--- src/rtl/trigger_delay_pkg.sv ---
// Shared types and default widths for the trigger delay unit.
package trigger_delay_pkg;

    localparam int DELAY_W_DEF = 32;
    localparam int WIDTH_W_DEF = 16;
    localparam int EDGE_CNT_W  = 16;

    typedef enum logic [1:0] {
        ST_IDLE  = 2'd0,
        ST_ARMED = 2'd1,
        ST_DELAY = 2'd2,
        ST_PULSE = 2'd3
    } state_t;

endpackage

--- src/rtl/tdu_down_counter.sv ---
// Loadable down-counter that saturates at zero and flags the zero count.
module tdu_down_counter #(
    parameter int W = 16
) (
    input  logic         clk,
    input  logic         rst,
    input  logic         i_load,
    input  logic [W-1:0] i_load_val,
    input  logic         i_dec,
    output logic         o_zero
);

    logic [W-1:0] r_count;

    always_ff @(posedge clk) begin
        if (rst) begin
            r_count <= '0;
        end else if (i_load) begin
            r_count <= i_load_val;
        end else if (i_dec && (r_count != '0)) begin
            r_count <= r_count - W'(1);
        end
    end

    assign o_zero = (r_count == '0);

endmodule

--- src/rtl/trigger_delay_fsm.sv ---
// Single-shot delayed trigger: arm, wait for the qualifying edge, delay, then pulse.
// Optional macro TRIG_EDGE_COUNT_EN makes the Nth edge in ARMED the qualifying one.
//
// state    | meaning
// ---------+-------------------------------------------------
// IDLE     | waiting for arm; config not latched
// ARMED    | config latched, waiting for the qualifying edge
// DELAY    | delay counter running toward zero
// PULSE    | trigger_out high, pulse counter running
module trigger_delay_fsm
    import trigger_delay_pkg::*;
#(
    parameter int DELAY_W = DELAY_W_DEF,
    parameter int WIDTH_W = WIDTH_W_DEF
) (
    input  logic                  clk,
    input  logic                  rst,
    input  logic                  edge_pulse,
    input  logic                  arm,
    input  logic                  disarm,
    input  logic [DELAY_W-1:0]    delay_cycles,
    input  logic [WIDTH_W-1:0]    pulse_width,
`ifdef TRIG_EDGE_COUNT_EN
    input  logic [EDGE_CNT_W-1:0] edge_count_target,
`endif
    output logic                  trigger_out,
    output logic                  armed,
    output logic                  busy,
    output logic                  done
);

    state_t               r_state;
    state_t               w_next;
    logic [DELAY_W-1:0]   r_delay;
    logic [WIDTH_W-1:0]   r_width;
    logic                 r_done;
    logic                 w_arm_ok;
    logic                 w_qualify;
    logic                 w_done_next;
    logic                 w_dly_zero;
    logic                 w_pls_zero;
    logic                 w_dly_load;
    logic                 w_pls_load;
    logic [DELAY_W-1:0]   w_dly_init;
    logic [WIDTH_W-1:0]   w_pls_init;

    assign w_arm_ok = (r_state == ST_IDLE) && arm && !disarm;

`ifdef TRIG_EDGE_COUNT_EN
    logic [EDGE_CNT_W-1:0] r_target;
    logic [EDGE_CNT_W-1:0] r_edge_cnt;
    logic [EDGE_CNT_W-1:0] w_target_m1;

    assign w_target_m1 = (r_target == '0) ? '0 : r_target - EDGE_CNT_W'(1);
    assign w_qualify   = edge_pulse && (r_edge_cnt == w_target_m1);

    always_ff @(posedge clk) begin
        if (rst) begin
            r_target   <= '0;
            r_edge_cnt <= '0;
        end else begin
            if (w_arm_ok) begin
                r_target <= edge_count_target;
            end
            if (disarm || w_arm_ok) begin
                r_edge_cnt <= '0;
            end else if ((r_state == ST_ARMED) && edge_pulse && !w_qualify) begin
                r_edge_cnt <= r_edge_cnt + EDGE_CNT_W'(1);
            end
        end
    end
`else
    assign w_qualify = edge_pulse;
`endif

    always_comb begin
        w_next = r_state;
        if (disarm) begin
            w_next = ST_IDLE;
        end else begin
            case (r_state)
                ST_IDLE:  if (arm)        w_next = ST_ARMED;
                // A zero delay skips DELAY so the pulse starts the cycle after the edge.
                ST_ARMED: if (w_qualify)  w_next = (r_delay == '0) ? ST_PULSE : ST_DELAY;
                ST_DELAY: if (w_dly_zero) w_next = ST_PULSE;
                ST_PULSE: if (w_pls_zero) w_next = ST_IDLE;
                default:                  w_next = ST_IDLE;
            endcase
        end
    end

    assign w_done_next = (r_state == ST_PULSE) && w_pls_zero && !disarm;

    always_ff @(posedge clk) begin
        if (rst) begin
            r_state <= ST_IDLE;
            r_done  <= 1'b0;
            r_delay <= '0;
            r_width <= '0;
        end else begin
            r_state <= w_next;
            r_done  <= w_done_next;
            if (w_arm_ok) begin
                r_delay <= delay_cycles;
                r_width <= pulse_width;
            end
        end
    end

    // Counters hold value-1 so the zero flag marks the last cycle of each phase.
    assign w_dly_init = r_delay - DELAY_W'(1);
    assign w_pls_init = (r_width == '0) ? '0 : r_width - WIDTH_W'(1);
    assign w_dly_load = (r_state == ST_ARMED) && (w_next == ST_DELAY);
    assign w_pls_load = (r_state != ST_PULSE) && (w_next == ST_PULSE);

    tdu_down_counter #(.W(DELAY_W)) u_dly_cnt (
        .clk        (clk),
        .rst        (rst),
        .i_load     (w_dly_load),
        .i_load_val (w_dly_init),
        .i_dec      (r_state == ST_DELAY),
        .o_zero     (w_dly_zero)
    );

    tdu_down_counter #(.W(WIDTH_W)) u_pls_cnt (
        .clk        (clk),
        .rst        (rst),
        .i_load     (w_pls_load),
        .i_load_val (w_pls_init),
        .i_dec      (r_state == ST_PULSE),
        .o_zero     (w_pls_zero)
    );

    assign trigger_out = (r_state == ST_PULSE);
    assign armed       = (r_state == ST_ARMED);
    assign busy        = (r_state == ST_DELAY) || (r_state == ST_PULSE);
    assign done        = r_done;

endmodule

--- config.mk ---
export PLATFORM = sky130hd
export DESIGN_NAME = trigger_delay_fsm
export DESIGN_NICKNAME = d
export VERILOG_FILES = /design/src/rtl/trigger_delay_pkg.sv /design/src/rtl/tdu_down_counter.sv /design/src/rtl/trigger_delay_fsm.sv
export SDC_FILE = /design/constraint.sdc
export NUM_CORES = 1
export LEC_CHECK = 0
export CORE_MARGIN = 2
export CORE_UTILIZATION = 54
export CTS_CLUSTER_DIAMETER = 50
export DETAILED_ROUTE_END_ITERATION = 12
export GPL_ROUTABILITY_DRIVEN = 1
export PLACE_DENSITY = 0.77
export SETUP_SLACK_MARGIN = 0.2
export SYNTH_ARGS = -nofsm -noshare
export SYNTH_HDL_FRONTEND = slang
export SYNTH_SLANG_ARGS = --single-unit
--- constraint.sdc ---
create_clock -name clk -period 10.2 [get_ports clk]
set_clock_uncertainty 0.1 [all_clocks]
set_input_delay 1.02 -clock clk [delete_from_list [all_inputs] [get_ports clk]]
set_output_delay 1.02 -clock clk [all_outputs]
set_load 0.01 [all_outputs]
==> results of run 1 <==
-- worst max-delay path, cell delays in order (launching register included) --
cell                      delay [ns]
sky130_fd_sc_hd__dfxtp_1        0.37
sky130_fd_sc_hd__or4_4          0.59
sky130_fd_sc_hd__or4_1          0.66
sky130_fd_sc_hd__o31ai_4        0.36
sky130_fd_sc_hd__mux2i_1        0.24
sky130_fd_sc_hd__ha_1           0.31
sky130_fd_sc_hd__or3b_2         0.54
sky130_fd_sc_hd__nor4_1         0.83
sky130_fd_sc_hd__nand2_1        0.13
sky130_fd_sc_hd__mux2i_1        0.50
sky130_fd_sc_hd__nand3_1        0.17
sky130_fd_sc_hd__xor2_1         0.17
sky130_fd_sc_hd__o22ai_1        0.15
-- cells in the mapped netlist (4+ instances only) --
cell / instances
sky130_fd_sc_hd__buf_2: 9
sky130_fd_sc_hd__mux2i_1: 11
sky130_fd_sc_hd__o31ai_1: 4
sky130_fd_sc_hd__inv_1: 9
sky130_fd_sc_hd__clkbuf_1: 28
sky130_fd_sc_hd__nand2b_1: 4
sky130_fd_sc_hd__nand3_1: 30
sky130_fd_sc_hd__o22ai_1: 11
sky130_fd_sc_hd__nand2_1: 140
sky130_fd_sc_hd__nor3_1: 22
sky130_fd_sc_hd__or4_1: 17
sky130_fd_sc_hd__a21oi_1: 71
sky130_fd_sc_hd__o211ai_1: 7
sky130_fd_sc_hd__dfxtp_1: 99
sky130_fd_sc_hd__a211oi_1: 14
sky130_fd_sc_hd__buf_1: 4
sky130_fd_sc_hd__nand4_1: 5
sky130_fd_sc_hd__nor2_1: 39
sky130_fd_sc_hd__and3_1: 7
sky130_fd_sc_hd__or3_1: 11
sky130_fd_sc_hd__a31oi_1: 4
sky130_fd_sc_hd__nand3b_1: 5
sky130_fd_sc_hd__xnor2_1: 27
sky130_fd_sc_hd__nor4_1: 30
sky130_fd_sc_hd__xor2_1: 44
sky130_fd_sc_hd__o21ai_0: 11
-- metrics by stage --
step,cells,setup WS [ns],hold WS [ns]
finish,889,4.99,0.378
global route,889,4.66,0.405
CTS,889,5.08,0.382
detailed placement,873,4.78,0.364
global placement,873,4.97,0.360
floorplan,720,5.21,0.344
-- state kept, by name, summed over array words and instances (netlist names) --
| register | cells |
|---|---|
| r_state | 2 |
| u_pls_cnt.r_count | 16 |
| done | 1 |
| r_delay | 32 |
| r_width | 16 |
| u_dly_cnt.r_count | 32 |
-- per-layer routing --
metal	wire length [um]	share of wire [%]	up-vias
met3	694	5.0	16
met2	6420	46	146
met5	0	0	-
met1	6610	47	2554
li1	-	-	2637
met4	200	1.4	0
-- layout by cell type (no fill, tap or decap), types with 3 or more instances in the layout --
cell                              count
sky130_fd_sc_hd__nor2_1              39
sky130_fd_sc_hd__buf_4                6
sky130_fd_sc_hd__o21ai_0             11
sky130_fd_sc_hd__nor4_1              30
sky130_fd_sc_hd__nand3b_1             5
sky130_fd_sc_hd__nand2_1            140
sky130_fd_sc_hd__or4_1               17
sky130_fd_sc_hd__o211a_1              3
sky130_fd_sc_hd__nand3_1             30
sky130_fd_sc_hd__o31a_1               3
sky130_fd_sc_hd__a211oi_1            14
sky130_fd_sc_hd__xnor2_1             27
sky130_fd_sc_hd__a31oi_1              4
sky130_fd_sc_hd__dfxtp_1             99
sky130_fd_sc_hd__clkdlybuf4s50_1     55
sky130_fd_sc_hd__and3_1               6
sky130_fd_sc_hd__o22ai_1             11
sky130_fd_sc_hd__clkinv_2             3
sky130_fd_sc_hd__xor2_1              44
sky130_fd_sc_hd__nor3_1              22
sky130_fd_sc_hd__ha_1                 3
sky130_fd_sc_hd__clkbuf_8            10
sky130_fd_sc_hd__nand2b_1             4
sky130_fd_sc_hd__inv_1                9
sky130_fd_sc_hd__o31ai_1              4
sky130_fd_sc_hd__nor4b_1              3
sky130_fd_sc_hd__mux2i_1             11
sky130_fd_sc_hd__o211ai_1             7
sky130_fd_sc_hd__or3_1               11
sky130_fd_sc_hd__nand4_1              5
sky130_fd_sc_hd__or2_2                3
sky130_fd_sc_hd__a21oi_1             71
-- layout make-up --
cell class | instances | share of cell area [%]
Clock inverter | 5 | 0.820
Timing Repair Buffer | 62 | 9.37
Multi-Input combinational cell | 567 | 53.5
Tap cell | 136 | 2.66
Sequential cell | 99 | 30.9
Inverter | 9 | 0.527
Clock buffer | 11 | 2.21
-- cells by family (layout without fill, tap and decap cells) --
family | count (synthesis) | after routing
xor gates and xnor gates | 71 | 71
adders and majority gates | 3 | 3
muxes | 16 | 16
AOI/OAI and AO/OA | 147 | 147
DFF | 99 | 99
buffers and inverters | 54 | 87
and+or+nand+nor | 330 | 330
-- how the worst max path moves through the flow --
stage                             startpoint                                 end  slack [ns]  depth (start not counted)
finish              r_delay[16]$_SDFFE_PP0P_  u_dly_cnt.r_count[24]$_SDFFE_PP0P_        4.99                         12
global route        r_delay[16]$_SDFFE_PP0P_  u_dly_cnt.r_count[24]$_SDFFE_PP0P_        4.66                         12
detailed placement                edge_pulse  u_dly_cnt.r_count[24]$_SDFFE_PP0P_        4.78                         13
CTS                 r_delay[16]$_SDFFE_PP0P_  u_dly_cnt.r_count[24]$_SDFFE_PP0P_        5.08                         12
global placement                  edge_pulse  u_dly_cnt.r_count[26]$_SDFFE_PP0P_        4.97                         13
floorplan           r_delay[16]$_SDFFE_PP0P_  u_dly_cnt.r_count[24]$_SDFFE_PP0P_        5.21                         17
-- report_power, final --
group	internal (uW)	leakage (uW)	switching, uW	total (uW)
sequential	405	0.000804	24.1	430
clock	119	0.0000991	138	257
combinational	133	0.00155	180	313
==> results.txt, run 1 <==
----------------------------------------------------
[Clock network]
  CTS tree ... done
  Later-pin clock latency in the skew report ... 0.38 ns
  Number of sinks handled by clock tree synthesis ... 99
  Total clock buffers created by CTS ... 9
  CTS Hold Bufs ... 0
  Deepest clock path buffer count ... 2
  Clock tree root driver cell ... sky130_fd_sc_hd__clkbuf_8
  # resized after CTS ... 0
  Number of H-tree branching levels ... 3
  Clock slew at the register clock pins of the worst setup and hold paths ... 0.09 ns
  Post-CTS setup repair buffer count ... 0

[Yosys]
  Share of async-settable or async-resettable flops after synthesis ... 0%
  Synthesized Nets ... 776
  Fraction of the mapped netlist area in compound gates ... 16.5%
  Ranking of synthesized cells by area ... sky130_fd_sc_hd__dfxtp_1 (35%), sky130_fd_sc_hd__nand2_1 (9.3%), sky130_fd_sc_hd__xor2_1 (6.8%)
  Mapped Area ... 5640 um^2
  Post-synthesis mux area share ... 3.35%
  Largest family of logic cells by synthesized area ... simple AND/OR/NAND/NOR gates
  Cell count after synthesis ... 720
  Xor/xnor cell area share of the yosys netlist ... 11.0%
  Fraction of synthesized cell area taken by the top area cell type ... 35.1%
  Post-synth cell types ... 65
  Count of warnings emitted by yosys ... 0
  Fraction of the mapped netlist area in adder cells ... 0.665%
  Avg Cell Area, Syn ... 7.84 um^2
  Cell accounting for the most synthesized area ... sky130_fd_sc_hd__dfxtp_1
  Main flop type after synthesis ... sky130_fd_sc_hd__dfxtp_1
  Post-synthesis register bit count ... 99
  Number of enable flip-flop cells after synthesis ... 0
  Area fraction in and, or, nand and nor cells after synthesis ... 29.2%
  Portion of the post-synthesis area used by sequential elements ... 35.1%

[Cells and area]
  Growth of design area from synthesis to finish ... 13.5%
  Final design instance area without fill ... 6410 um^2
  Number of nets in the layout ... 804
  Final-layout fill cell count ... 912
  Ratio of cells with drive above 1 in the final layout ... 5.31%
  Core utilization of the finished layout ... 62.6%
  Number of diodes added for antenna fixing ... 0
  Area of combinational cells with multiple inputs ... 3430 um^2
  Storage cell area ... 1980 um^2

[Worst setup path]
  Data required, critical path ... 10.40 ns
  Maximum fanout encountered on the critical timing path ... 7
  Type of the worst setup path ... reg2reg
  CP Capture Type ... register
  Beginning of the worst register-to-register path ... r_delay[16]$_SDFFE_PP0P_
  Critical R2R Capture ... u_dly_cnt.r_count[24]$_SDFFE_PP0P_
  Worst Setup Start Kind ... register
  Setup slack, reg-to-reg ... 4.99 ns
  R2R depth ... 12
  Arrival time of data at the critical path endpoint ... 5.41 ns

[Timing]
  Fmax ... 192 MHz
  Unrepaired setup endpoints after global routing ... no
  Actual slew at the worst max-slew pin ... 1.06 ns
  Worst-case headroom to the max-slew limit ... 28.4%
  Final count of pins violating max slew ... 0
  Summed negative setup slack over all endpoints ... 0 ns
  Part of the cycle the worst path needs ... 51.1%
  Final number of hold-violating endpoints ... 0
  Finish-stage setup viols ... 0
  Shortest period the worst path allows ... 5.21 ns

[Floorplanning]
  Die area ... 11300 um^2
  Initial Util ... 55.2%
  Row Count ... 37
  Chip Width ... 106 um
  Die boundary height ... 106 um
  Core area ... 10200 um^2
  Top-Level Pins ... 57

[Hold path]
  Hold Path Class ... reg2reg
  Hold Path Sink ... r_delay[6]$_SDFFE_PP0P_
  Hold Path Cell Cnt ... 2
  Source of the worst hold timing path ... r_delay[6]$_SDFFE_PP0P_

[Place]
  Area of placed instances ... 6210 um^2
  Placed wire-length estimate after detailed placement ... 9500 um
  RePlAce Congestion ... 0.906
  Count of port buffers added during placement ... 56

[Global route]
  GR peak layer ... met2
  Largest net degree at the start of global routing ... 87
  Overall Global Routing Usage ... 25.8%
  Via count of the first global-routing pass ... 5073
  GR Util met3 ... 3.07%
  Met2 Resource Use GR ... 43.1%
  Global-route wire length before repair ... 24000 um
  Global route total overflow ... 0
  Met1 Resource Use GR ... 34.6%
  Antenna violations before repair ... 0

[Power]
  Power Density ... 156 nW/um^2
  IR drop worst, VDD ... 0.0695 mV
  LEAKAGE ... 0.00245 uW
  Overall power ... 1000 uW

[Route]
  Number of DRC violations after detailed routing ... 0
  Average wire length per cell after detail routing ... 15.7 um
  Aggregate routed wire length ... 13900 um
  Number of DRC markers in iteration 0 ... 309
  Via density ... 6.02
  Detailed Routing Iterations Pass 1 ... 5
  Antenna Violating Nets Remaining ... 0
  Vias ... 5353

[Outcome]
  Result of the run ... complete, no violations

[Flow run]
  Max-cap violations ... 0

----------------------------------------------------
(Power assumes the default switching activity.)
==> run 2: changes to the inputs <==
- clock period: 10.2 -> 5 ns (I/O delays scaled with it)
==> run 2 against run 1 <==
Routed wire length increased by 3.5%. Cell count increased by 0.45%. Core utilization increased by 0.88 points. Non-clock buffer count increased by 5. Sequential power increased by 100%. Clock-buffer cell count increased by 2. Global-route usage increased by 0.23 points. Die area unchanged. Total power increased by 110%. Worst hold slack improved by 0.0015 ns. Sequential cell count unchanged. Largest power group unchanged. Highest routed layer unchanged.
==> results.txt, run 2 (same netlist as run 1, synthesis figures left out) <==
----------------------------------------------------
[Outcome]
  Result of the run ... complete, no violations

[Timing]
  Part of the cycle the worst path needs ... 89.6% (+39 points)
  Post-route setup slack ... 0.518 ns (-4.47 ns)
  Unrepaired setup endpoints after global routing ... no
  Shortest period the worst path allows ... 4.48 ns (-0.731 ns)
  Worst-case headroom to the max-slew limit ... 32.1% (+3.7 points)
  Fmax ... 223 MHz (+16%)
  Actual slew at the worst max-slew pin ... 1.02 ns (-0.0452 ns)
  Final number of hold-violating endpoints ... 0 (unchanged)
  Summed negative setup slack over all endpoints ... 0 ns (unchanged)
  Finish-stage setup viols ... 0 (unchanged)
  Final count of pins violating max slew ... 0 (unchanged)

[Cells and area]
  Ratio of cells with drive above 1 in the final layout ... 6.21% (+0.90 points)
  Final-layout fill cell count ... 933 (+2.3%)
  Largest registers ranked by flip-flop count ... r_delay x32, u_dly_cnt.r_count x32
  Most used cells in the layout excluding fill and tap cells ... sky130_fd_sc_hd__nand2_1 (140), sky130_fd_sc_hd__dfxtp_1 (99), sky130_fd_sc_hd__a21oi_1 (71)
  Growth of design area from synthesis to finish ... 15.1%
  Number of nets in the layout ... 809 (+0.62%)
  Core utilization of the finished layout ... 63.5% (+0.88 points)
  Storage cell area ... 1980 um^2 (unchanged)
  Area of combinational cells with multiple inputs ... 3460 um^2 (+1.1%)
  Number of diodes added for antenna fixing ... 0 (unchanged)
  Most common cell after layout, fill and taps aside ... sky130_fd_sc_hd__nand2_1
  Post-route insts no fill ... 893 (+0.45%)

[Hold path]
  Hold Path Cell Cnt ... 2 (unchanged)
  Source of the worst hold timing path ... r_delay[6]$_SDFFE_PP0P_
  Hold Path Sink ... r_delay[6]$_SDFFE_PP0P_
  Hold Path Class ... reg2reg

[Power]
  Clock power frac ... 26.8% (+1.1 points)
  Sequential power share ... 41.6% (-1.4 points)
  Switching Fraction ... 33.2% (-1.1 points)
  IR drop worst, VDD ... 0.163 mV (+130%)
  Overall power ... 2110 uW (+110%)
  Switching power total ... 699 uW (+100%)
  Design internal power ... 1410 uW (+110%)
  Power Density ... 324 nW/um^2 (+110%)
  Logic pwr share ... 31.6% (+0.3 points)
  LEAKAGE ... 0.00248 uW (+1.3%)

[Place]
  Placed wire-length estimate after detailed placement ... 9870 um (+3.9%)
  RePlAce Congestion ... 0.881 (-2.8%)
  Total placed cells including tap cells ... 877 (+0.46%)
  Count of port buffers added during placement ... 56 (unchanged)
  Worst slack, placed ... 0.150 ns (-4.63 ns)

[Global route]
  Met1 Resource Use GR ... 33.9% (-0.68 points)
  Via count of the first global-routing pass ... 5045 (-0.55%)
  Global-route wire length before repair ... 23900 um (-0.40%)
  GR Util met3 ... 4.97% (+1.9 points)
  Largest net degree at the start of global routing ... 86 (-1.1%)
  Antenna violations before repair ... 0 (unchanged)
  GR peak layer ... met2
  Global route total overflow ... 0 (unchanged)
  Met2 Resource Use GR ... 43.4% (+0.32 points)
  Overall Global Routing Usage ... 26.1% (+0.23 points)

[Route]
  Average wire length per cell after detail routing ... 16.1 um (+3.0%)
  Number of DRC markers in iteration 0 ... 328 (+6.1%)
  Vias ... 5374 (+0.39%)
  Via density ... 6.02 (about the same)
  Detailed Routing Iterations Pass 1 ... 5 (unchanged)
  Antenna Violating Nets Remaining ... 0 (unchanged)
  Aggregate routed wire length ... 14400 um (+3.5%)
  Number of DRC violations after detailed routing ... 0 (unchanged)

[Floorplanning]
  Row Count ... 37 (unchanged)
  Top-Level Pins ... 57 (unchanged)
  Chip Width ... 106 um (unchanged)
  Initial Util ... 55.2% (unchanged)
  Core area ... 10200 um^2 (unchanged)
  Die area ... 11300 um^2 (unchanged)
  Die boundary height ... 106 um (unchanged)

[Worst setup path]
  Beginning of the worst register-to-register path ... r_delay[0]$_SDFFE_PP0P_
  Type of the worst setup path ... reg2reg
  Slowest library cell on the worst path ... sky130_fd_sc_hd__or4_1
  Critical R2R Capture ... u_dly_cnt.r_count[24]$_SDFFE_PP0P_
  Arrival time of data at the critical path endpoint ... 4.67 ns (-0.74 ns)
  Worst Path Buf+Inv ... 0 (unchanged)
  Data required, critical path ... 5.18 ns (-5.22 ns)
  Worst Setup Start Kind ... register
  R2R depth ... 12 (unchanged)
  Maximum fanout encountered on the critical timing path ... 7 (unchanged)
  CP Capture Type ... register
  Family of cells with the greatest summed delay on the critical path ... simple AND/OR/NAND/NOR gates
  Setup slack, reg-to-reg ... 0.52 ns (-4.47 ns)
  Cells along the critical path ... or4_1 > or3_1 > o31ai_4 > mux2i_1 > ha_2 > or3b_2 > nor4_4 > nand2_1 > mux2i_4 > nand3_1 > xor2_1 > o22ai_1
  Delay of the slowest cell on the worst path ... 0.63 ns (-0.20 ns)

[Clock network]
  Later-pin clock latency in the skew report ... 0.37 ns (about the same)
  CTS tree ... done
  Deepest clock path buffer count ... 2 (unchanged)
  Clock tree root driver cell ... sky130_fd_sc_hd__clkbuf_8
  Number of H-tree branching levels ... 3 (unchanged)
  CTS Hold Bufs ... 0 (unchanged)
  Number of sinks handled by clock tree synthesis ... 99 (unchanged)
  Clock slew at the register clock pins of the worst setup and hold paths ... 0.09 ns (about the same)
  Total clock buffers created by CTS ... 9 (unchanged)

[Flow run]
  Max-cap violations ... 0 (unchanged)

----------------------------------------------------
[run 2: cell types whose count changed in the layout (fill, tap and decap cells not counted), sizes merged]
cell / change
clkinv: -3
bufinv: +1
clkinvlp: -1
buf: +5
clkbuf: +2
[run 2: through the flow]
stage	instance area (um^2)	hold WS, ns
after global routing	6500	0.412
after floorplan	5650	0.344
after global placement	6250	0.356
after CTS	6470	0.379
after detailed placement	6250	0.366
final	6500	0.379
[run 2: final cells by class]
cell class              count  share of cell area (%)
clock inverters             2                   0.924
inverters                   9                   0.520
well taps                 136                    2.62
repair buffers             67                    9.82
clock buffers              13                    2.29
flip-flops and latches     99                    30.5
multi-input cells         567                    53.3
[run 2: timing repair]
item / in CTS / in global routing
resized for setup: 1 / 4
setup buffers: 0 / 1
endpoints found under the setup margin: 4 / 5
pin swaps: 0 / 1
[run 2: worst register-to-register path, cell delays in order (launching register included)]
cell                      delay (ns)
sky130_fd_sc_hd__dfxtp_1        0.35
sky130_fd_sc_hd__or4_1          0.64
sky130_fd_sc_hd__or3_1          0.54
sky130_fd_sc_hd__o31ai_4        0.41
sky130_fd_sc_hd__mux2i_1        0.27
sky130_fd_sc_hd__ha_2           0.27
sky130_fd_sc_hd__or3b_2         0.54
sky130_fd_sc_hd__nor4_4         0.35
sky130_fd_sc_hd__nand2_1        0.16
sky130_fd_sc_hd__mux2i_4        0.31
sky130_fd_sc_hd__nand3_1        0.16
sky130_fd_sc_hd__xor2_1         0.17
sky130_fd_sc_hd__o22ai_1        0.15
[run 2: power by group through the flow]
stage	Clock, uW	Combinational, uW	Sequential (uW)
detailed placement	0	635	894
global placement	0	622	890
CTS	566	645	876
global route	600	732	883
floorplan	0	496	879
finish	563	666	877
[run 2: worst max-delay path by stage]
| stage | startpoint | slack (ns) | cells after the start | endpoint |
|---|---|---|---|---|
| 3_3_place_gp | r_delay[16]$_SDFFE_PP0P_ | 0.47 | 12 | u_dly_cnt.r_count[26]$_SDFFE_PP0P_ |
| 4_1_cts | r_delay[16]$_SDFFE_PP0P_ | 0.33 | 12 | u_dly_cnt.r_count[30]$_SDFFE_PP0P_ |
| 2_1_floorplan | r_delay[16]$_SDFFE_PP0P_ | 0.22 | 17 | u_dly_cnt.r_count[24]$_SDFFE_PP0P_ |
| 6_report | r_delay[0]$_SDFFE_PP0P_ | 0.52 | 12 | u_dly_cnt.r_count[24]$_SDFFE_PP0P_ |
| 5_1_grt | r_delay[0]$_SDFFE_PP0P_ | 0.24 | 13 | u_dly_cnt.r_count[18]$_SDFFE_PP0P_ |
| 3_5_place_dp | r_delay[16]$_SDFFE_PP0P_ | 0.15 | 12 | u_dly_cnt.r_count[28]$_SDFFE_PP0P_ |
[run 2: metal layers]
metal  vias to the layer above  part of all wire [%]  routed length, um
li1                       2653                     -                  -
met1                      2536                    46               6650
met2                       164                    46               6700
met3                        21                   5.6                801
met4                         0                   1.8                265
met5                         -                     0                  0
